## config.mk

```make
export PLATFORM = sky130hd
export DESIGN_NAME = adder_wide_seq
export DESIGN_NICKNAME = d
export VERILOG_FILES = /design/src/rtl/adder_wide_seq.sv
export SDC_FILE = /design/constraint.sdc
export NUM_CORES = 1
export LEC_CHECK = 0
export ABC_CLOCK_PERIOD_IN_PS = 2600
export CAP_MARGIN = 40
export CORE_UTILIZATION = 25
export DETAILED_ROUTE_END_ITERATION = 10
export SLEW_MARGIN = 20
export SYNTH_ARGS = -nofsm -noshare
export SYNTH_HDL_FRONTEND = slang
export SYNTH_HIERARCHICAL = 1
export SYNTH_SLANG_ARGS = --single-unit
export TNS_END_PERCENT = 10
```

## constraint.sdc

```tcl
create_clock -name clk -period 2.6 [get_ports clk]
set_input_delay 0.26 -clock clk [delete_from_list [all_inputs] [get_ports clk]]
set_output_delay 0.26 -clock clk [all_outputs]
set_load 0.02 [all_outputs]
```

## src/rtl/adder_wide_seq.sv

```systemverilog
// adder_wide_seq: W = N*K bit adder built from one N-bit ripple slice reused over K cycles, LSB slice first.
// Latency: out_valid rises K cycles after the accepting edge; one operation per K+2 cycles with out_ready high.
// Backpressure: in_ready only in IDLE; the result holds in DONE until out_ready, and no new operands are taken meanwhile.
// Ports: clk, rst_n (async active-low); in_valid/in_ready with a, b, c_in; out_valid/out_ready with sum, c_out (registered).

// adder_nbit_st: combinational N-bit ripple-carry slice.
// Latency: none (pure combinational).
// Backpressure: none; the caller owns the handshake.
module adder_nbit_st #(
  parameter int N = 4
) (
  input  logic [N-1:0] a,
  input  logic [N-1:0] b,
  input  logic         c_in,
  output logic [N-1:0] sum,
  output logic         c_out
);

  logic [N:0] w_carry;

  assign w_carry[0] = c_in;

  for (genvar i = 0; i < N; i++) begin : g_bit
    assign sum[i]       = a[i] ^ b[i] ^ w_carry[i];
    assign w_carry[i+1] = (a[i] & b[i]) | (w_carry[i] & (a[i] ^ b[i]));
  end

  assign c_out = w_carry[N];

endmodule

module adder_wide_seq #(
  parameter int N = 4,
  parameter int K = 4
) (
  input  logic             clk,
  input  logic             rst_n,
  input  logic             in_valid,
  output logic             in_ready,
  input  logic [N*K-1:0]   a,
  input  logic [N*K-1:0]   b,
  input  logic             c_in,
  output logic             out_valid,
  input  logic             out_ready,
  output logic [N*K-1:0]   sum,
  output logic             c_out
);

  localparam int W  = N * K;
  localparam int CW = (K > 1) ? $clog2(K) : 1;

  typedef enum logic [1:0] {
    IDLE = 2'd0,
    RUN  = 2'd1,
    DONE = 2'd2
  } state_t;

  state_t          r_state;
  state_t          w_state_nxt;

  logic [W-1:0]    r_a;
  logic [W-1:0]    r_b;
  logic [W-1:0]    r_psum;
  logic            r_carry;
  logic [CW-1:0]   r_cnt;
  logic [W-1:0]    r_sum;
  logic            r_cout;

  logic [N-1:0]    w_slice_sum;
  logic            w_slice_cout;
  logic [W-1:0]    w_psum_nxt;
  logic            w_last;

  // Only the low slice of each operand register is ever added; the
  // registers shift right so the next slice lands in the low bits.
  adder_nbit_st #(.N(N)) u_slice (
    .a     (r_a[N-1:0]),
    .b     (r_b[N-1:0]),
    .c_in  (r_carry),
    .sum   (w_slice_sum),
    .c_out (w_slice_cout)
  );

  // New slice enters at the top; after K shifts the first slice sits at bit 0.
  if (K == 1) begin : g_psum_single
    assign w_psum_nxt = w_slice_sum;
  end else begin : g_psum_multi
    assign w_psum_nxt = {w_slice_sum, r_psum[W-1:N]};
  end

  assign w_last    = (r_cnt == CW'(K - 1));
  assign in_ready  = (r_state == IDLE);
  assign out_valid = (r_state == DONE);
  assign sum       = r_sum;
  assign c_out     = r_cout;

  always_ff @(posedge clk or negedge rst_n) begin
    if (!rst_n) begin
      r_state <= IDLE;
    end else begin
      r_state <= w_state_nxt;
    end
  end

  always_comb begin
    w_state_nxt = r_state;
    case (r_state)
      IDLE:    if (in_valid)  w_state_nxt = RUN;
      RUN:     if (w_last)    w_state_nxt = DONE;
      DONE:    if (out_ready) w_state_nxt = IDLE;
      default:                w_state_nxt = IDLE;
    endcase
  end

  always_ff @(posedge clk or negedge rst_n) begin
    if (!rst_n) begin
      r_a     <= '0;
      r_b     <= '0;
      r_psum  <= '0;
      r_carry <= 1'b0;
      r_cnt   <= '0;
      r_sum   <= '0;
      r_cout  <= 1'b0;
    end else begin
      case (r_state)
        IDLE: begin
          if (in_valid) begin
            r_a     <= a;
            r_b     <= b;
            r_carry <= c_in;
            r_cnt   <= '0;
          end
        end
        RUN: begin
          r_a     <= r_a >> N;
          r_b     <= r_b >> N;
          r_psum  <= w_psum_nxt;
          r_carry <= w_slice_cout;
          r_cnt   <= r_cnt + CW'(1);
          // Result registers update only here, so they keep the last
          // sum through DONE and after returning to IDLE.
          if (w_last) begin
            r_sum  <= w_psum_nxt;
            r_cout <= w_slice_cout;
          end
        end
        default: ;
      endcase
    end
  end

endmodule

```

==> results by group, run 1 <==
Floorplan
  • Die Height: around 110 µm
  • Die ar.: 11,800 µm²
  • Die W: 109 µm
  • Initial Util: 0.260
  • Core Area: 11,000 µm²
  • I/O Pins: 56
  • Row cnt: 38

Logic synthesis
  • Register area share after synthesis: 0.579
  • Async S/R FF share, synth: 1.00
  • Synth Flop Type: dfrtp_1
  • Mapped Area: 2850 µm²
  • #FFs+latches synth: 66
  • Synth unique cells: 26
  • Avg Inst Size Synth: 11.0 µm²
  • Synth warnings: 6
  • Syn Nets: 300
  • Top cells by area, synth: dfrtp_1 58%, o22ai_1 7.7%, nand2_1 5.4%, mux2_4 4.7%, a21oi_1 4.0%
  • Yosys top cell by area: dfrtp_1
  • Cells after Synth: 258
  • Post-synth EDFFs: 0
  • Area share of the largest cell type after synthesis: 0.579

Setup path
  • CP cell instances: fa_1 -> inv_1 -> fa_1 -> inv_1 -> fa_1 -> inv_1 -> fa_1 -> inv_1 -> mux2_2
  • CP arrival: 2.48 ns
  • Crit path kind: reg2reg
  • CP Launch Type: flop
  • Worst EP required: 2.86 ns
  • CP max stage delay: 0.42 ns
  • Crit path max-delay family: adder cells
  • Worst r2r dst: sum[15]
  • Max FO, Critical Path: 3
  • RR Startpoint: r_a[0]
  • Worst path slowest cell: fa_1
  • CP Capture Type: flop
  • Flop-to-flop setup slack: ~0.38 ns
  • Worst r2r path cells: 9
  • Crit path from: r_a[0]
  • Levels on crit path: 9
  • CP bufs+invs: 4
  • Crit path capture: sum[15]

Routing
  • Routed vias/inst: 4.75
  • WL final: 6650 µm
  • DRT iter0 DRCs: 96
  • Vias: roughly 2,200
  • Detail Route Antenna Nets: 0
  • Drt wl/cell: 14.5 µm
  • Post-route DRC: 0
  • TritonRoute pass-1 iters: 4

Power and ir drop
  • Total power divided by cell area: 1340 nW/µm²
  • Lkg Pwr: 0.00171 µW
  • Max VDD drop: 0.000510 V

Timing
  • Fin. Hold Viols: 0
  • F_max: 451 MHz
  • Worst-Margin Slew: 0.758 ns
  • Worst Skew: 0.00540 ns
  • Final Cycle Share: 0.853
  • Setup ws final: approximately 0.38 ns
  • Minimum clock period: about 2.2 ns
  • # setup viols final: 0
  • Setup_tns: 0 ns
  • Slew margin rel.: 0.494
  • Slew Viols, Final: 0
  • RSZ-0062 raised after global routing: no

GRT
  • First-pass GRT wire length: 11,100 µm
  • Initial antenna violation count: 0
  • Vias in the first global route: approximately 2,200
  • Pin count of the biggest net entering global routing: 30
  • Total GRT Usage: 0.124
  • GRT Residual Overflow: 0

Worst hold path
  • Worst hold path class: in2async

Clocking
  • # Post-CTS Setup Buffers: 0
  • Clk_lat worst skew: 0.32 ns
  • CTS Sinks: 66
  • Clock buffer depth: 2
  • H-Tree Level Count: 3
  • Clk pin slew, worst setup/hold paths: 0.05 ns
  • CTS-repair resized insts: 0
  • Hold buffer count at CTS: 1
  • CTS root buf: clkbuf_16
  • Num CTS Buffers: 9
  • CTS tree: yes

Place
  • Placer congestion estimate: 0.778
  • Placement Setup Slack: ~0.37 ns
  • PortBufs: 55
  • Placed inst area: 3530 µm²
  • Post-DP HPWL: 4620 µm

Layout
  • Final Cell Area: 3850 µm²
  • Most common cell after layout, fill and taps aside: dfrtp_1
  • Nets: 356
  • Area grow syn2layout: 35.0%
  • FILL cells: ~1,100
  • Most frequent cells in the layout: 66 x dfrtp_1, 54 x clkdlybuf4s50_1, 41 x nand2_1
  • Share of cells above drive strength 1: 0.141
  • Ant. Diodes: 0

Job
  • Max cap viols: 0

Status
  • Status: finished, final reports clean
## cell type report
cell class	count	area, µm²	area share
clock buffers	11	253	0.0657
clock inverters	5	52.6	0.0137
well taps	140	175	0.0455
flip-flops and latches	66	1650	0.429
inverters	12	45.0	0.0117
multi-input cells	164	1080	0.280
repair buffers	61	593	0.154
## cells in the mapped netlist, types with 3 or more instances
cell,instances
a21oi_1,23
a22o_1,4
buf_1,3
buf_2,7
clkbuf_1,5
dfrtp_1,66
fa_1,4
inv_1,12
mux2_2,8
mux2_4,9
nand2_1,41
nand2b_1,4
nand3b_1,3
nor2_1,13
o21ai_0,9
o221a_2,3
o22ai_1,35
## per-layer routing
layer,part of all wire,GRT usage
met1,0.47,0.160
met2,0.49,0.198
met3,0.040,0.0430
met4,0.0039,0.0290
met5,0,0
## where the power goes
group	switching (µW)	internal, µW	total (µW)
clock	426	788	1210
combinational	1070	966	2040
sequential	364	1530	1890
total	1860	3280	5140
## per-stage QoR
step                      std cells  power [µW]  utilization  hold WS (ns)
after CTS                       459        5210        0.350         0.475
after detailed placement        442        3970        0.322         0.296
after global placement          442        3910        0.322         0.289
after global routing            459        5550        0.350         0.491
final                           459        5140        0.350         0.469
after floorplan                 258        3250            -       -0.0356
## cells by family (layout without fill, tap and decap cells)
logic type / Yosys count / count (layout) / synth area share
adders and majority gates: 5 / 5 / 0.0325
AOI/OAI and AO/OA: 78 / 78 / 0.169
buffers and inverters: 28 / 89 / 0.0426
DFF: 66 / 66 / 0.579
and+or+nand+nor: 64 / 64 / 0.0970
muxes: 17 / 17 / 0.0790
## worst min path at each step
stage          startpoint          to  slack, ns  depth (start not counted)
2_1_floorplan       rst_n       c_out      -0.04                          0
3_3_place_gp        rst_n      sum[8]       0.29                          1
3_5_place_dp        rst_n  r_psum[11]       0.30                          1
4_1_cts         r_psum[4]   r_psum[4]       0.47                          2
5_1_grt         r_psum[6]   r_psum[6]       0.49                          2
6_report            rst_n     sum[11]       0.47                          2
## flip-flops by register name, summed over array words and instances, names as in the netlist
signal and count:
c_out 1, r_b 16, sum 16, r_psum 12, r_carry 1, r_state 2
r_cnt 2, r_a 16
Note: power is estimated with default switching activity, not from simulation.
==> inputs of run 2 (changes only) <==
--- a/config.mk
+++ b/config.mk
@@ -9,7 +9,8 @@
 export CAP_MARGIN = 40
 export CORE_UTILIZATION = 25
 export DETAILED_ROUTE_END_ITERATION = 10
-export SLEW_MARGIN = 20
+export RECOVER_POWER = 100
+export SLEW_MARGIN = 5
 export SYNTH_ARGS = -nofsm -noshare
 export SYNTH_HDL_FRONTEND = slang
 export SYNTH_HIERARCHICAL = 1
==> run 2 against run 1 <==
Compared with the run above: clock power about the same; cell count unchanged; critical endpoint unchanged; utilization down 0.41 points.
==> results by group, run 2 (synthesis gave the netlist of run 1 again) <==
Layout
  • Area grow syn2layout: 33.4% (was 35.0%)
  • Ant. Diodes: 0 (unchanged)
  • Most common cell after layout, fill and taps aside: dfrtp_1 (unchanged)
  • Nets: 356 (unchanged)
  • Most frequent cells in the layout: 66 x dfrtp_1, 41 x nand2_1, 35 x o22ai_1 (was 66 x dfrtp_1, 54 x clkdlybuf4s50_1, 41 x nand2_1)
  • Share of cells above drive strength 1: 0.100 (was 0.141)

Place
  • Placement Setup Slack: 0.372 ns (unchanged)
  • Post-DP HPWL: 4620 µm (unchanged)
  • Placer congestion estimate: 0.778 (unchanged)
  • PortBufs: 55 (unchanged)

Clocking
  • CTS root buf: clkbuf_16 (unchanged)
  • # Post-CTS Setup Buffers: 0 (unchanged)
  • CTS-repair resized insts: 0 (unchanged)
  • CTS Sinks: 66 (unchanged)
  • Num CTS Buffers: 9 (unchanged)
  • Clock buffer depth: 2 (unchanged)
  • H-Tree Level Count: 3 (unchanged)
  • Clk pin slew, worst setup/hold paths: 0.05 ns (about the same)
  • Clk_lat worst skew: 0.32 ns (about the same)
  • CTS tree: yes (unchanged)

Floorplan
  • Die W: 109 µm (unchanged)
  • Initial Util: 0.260 (unchanged)
  • Die Height: 109 µm (unchanged)
  • I/O Pins: 56 (unchanged)
  • Die ar.: 11,800 µm² (unchanged)
  • Row cnt: 38 (unchanged)
  • Core Area: 11,000 µm² (unchanged)

Routing
  • Post-route DRC: 0 (unchanged)
  • Detail Route Antenna Nets: 0 (unchanged)
  • Drt wl/cell: 14.3 µm (was 14.5 µm)
  • WL final: 6580 µm (was 6650 µm)
  • Routed vias/inst: 4.74 (was 4.75)
  • TritonRoute pass-1 iters: 4 (unchanged)
  • Vias: 2,177 (was 2,178)
  • DRT iter0 DRCs: 79 (was 96)

Timing
  • Final Cycle Share: 0.854 (was 0.853)
  • RSZ-0062 raised after global routing: no (unchanged)
  • Hold WS: 0.470 ns (was 0.469 ns)
  • Minimum clock period: 2.22 ns (about the same)
  • Slew margin rel.: 0.0685 (was 0.494)
  • Setup ws final: 0.380 ns (was 0.381 ns)
  • F_max: 450 MHz (was 451 MHz)
  • Worst Skew: 0.00489 ns (was 0.00540 ns)
  • Setup_tns: 0 ns (unchanged)
  • Worst-Margin Slew: 1.40 ns (was 0.758 ns)
  • Slew Viols, Final: 0 (unchanged)
  • Fin. Hold Viols: 0 (unchanged)
  • # setup viols final: 0 (unchanged)

Setup path
  • CP cell instances: fa_1 -> inv_1 -> fa_1 -> inv_1 -> fa_1 -> inv_1 -> fa_1 -> inv_1 -> mux2_2 (unchanged)
  • Crit path from: r_a[0] (unchanged)
  • CP Launch Type: flop (unchanged)
  • Worst EP required: 2.86 ns (about the same)
  • Max FO, Critical Path: 3 (unchanged)
  • Crit path kind: reg2reg (unchanged)
  • CP bufs+invs: 4 (unchanged)
  • Worst r2r path cells: 9 (unchanged)
  • Worst path slowest cell: fa_1 (unchanged)
  • CP Capture Type: flop (unchanged)
  • CP max stage delay: 0.42 ns (about the same)
  • CP arrival: 2.48 ns (about the same)
  • Crit path max-delay family: adder cells (unchanged)
  • Levels on crit path: 9 (unchanged)
  • RR Startpoint: r_a[0] (unchanged)

Worst hold path
  • Hold Crit Depth: 2
  • Hold Crit Start: r_psum[4]
  • Worst hold path class: reg2reg (was in2async)

Power and ir drop
  • Total power divided by cell area: 1310 nW/µm² (was 1340 nW/µm²)
  • Lkg Pwr: 0.00169 µW (was 0.00171 µW)
  • Max VDD drop: 0.000493 V (was 0.000510 V)

GRT
  • Vias in the first global route: 2,194 (unchanged)
  • Total GRT Usage: 0.124 (unchanged)
  • First-pass GRT wire length: 11,100 µm (unchanged)
  • Initial antenna violation count: 0 (unchanged)
  • Pin count of the biggest net entering global routing: 30 (unchanged)
  • GRT Residual Overflow: 0 (unchanged)

Status
  • Status: finished, final reports clean (unchanged)

Job
  • Max cap viols: 0 (unchanged)
-- run 2: final cells by class --
type	instances	area (µm²)
clock buffer	11	253
clock inverter	5	52.6
fill	1118	7180
inverter	12	45.0
multi-input combinational	164	1040
sequential	66	1650
tap	140	175
timing repair buffer	61	583
-- run 2: what timing repair did --
action | 4_1_cts | 5_1_grt
endpoints found under the setup margin | 0 | 0
endpoints found under the hold margin | 24 | 0
hold buffers | 1 | 0
-- run 2: worst reg2reg max path, cell delays in order, from the launching register on --
cell     delay, ns
dfrtp_1       0.41
fa_1          0.42
inv_1         0.08
fa_1          0.16
inv_1         0.05
fa_1          0.35
inv_1         0.08
fa_1          0.40
inv_1         0.08
mux2_2        0.14
-- run 2: report_power, final --
group          switching, µW  total, µW  internal [µW]
Clock                    425       1210            788
Combinational           1060       1900            836
Sequential               350       1880           1530
Total                   1830       4990           3150
-- run 2: routing by layer --
layer / routed length [µm] / part of all wire / GRT usage / up-vias
met3: 333 / 0.051 / 0.0430 / 4
met4: 26 / 0.0040 / 0.0290 / 0
met1: 3010 / 0.46 / 0.160 / 1075
met2: 3200 / 0.49 / 0.198 / 66
met5: 0 / 0 / 0 / -
li1: - / - / - / 1032
-- run 2: per-stage QoR --
step                instances  utilization  total power [µW]  area, µm²
global placement          442        0.322              3910       3530
global route              459        0.346              5400       3800
finish                    459        0.346              4990       3800
detailed placement        442        0.322              3970       3530
CTS                       459        0.350              5210       3850
floorplan                 258            -              3250       2850
-- run 2: path summary, 6_finish.rpt --
path	end	slack [ns]
worst max-delay path	sum[15]	0.38
worst min-delay path	r_psum[4]	0.47
worst max register to register	sum[15]	0.38
worst min register to register	r_psum[4]	0.47
max in group asynchronous	r_b[5]	0.54
min in group asynchronous	sum[11]	0.79
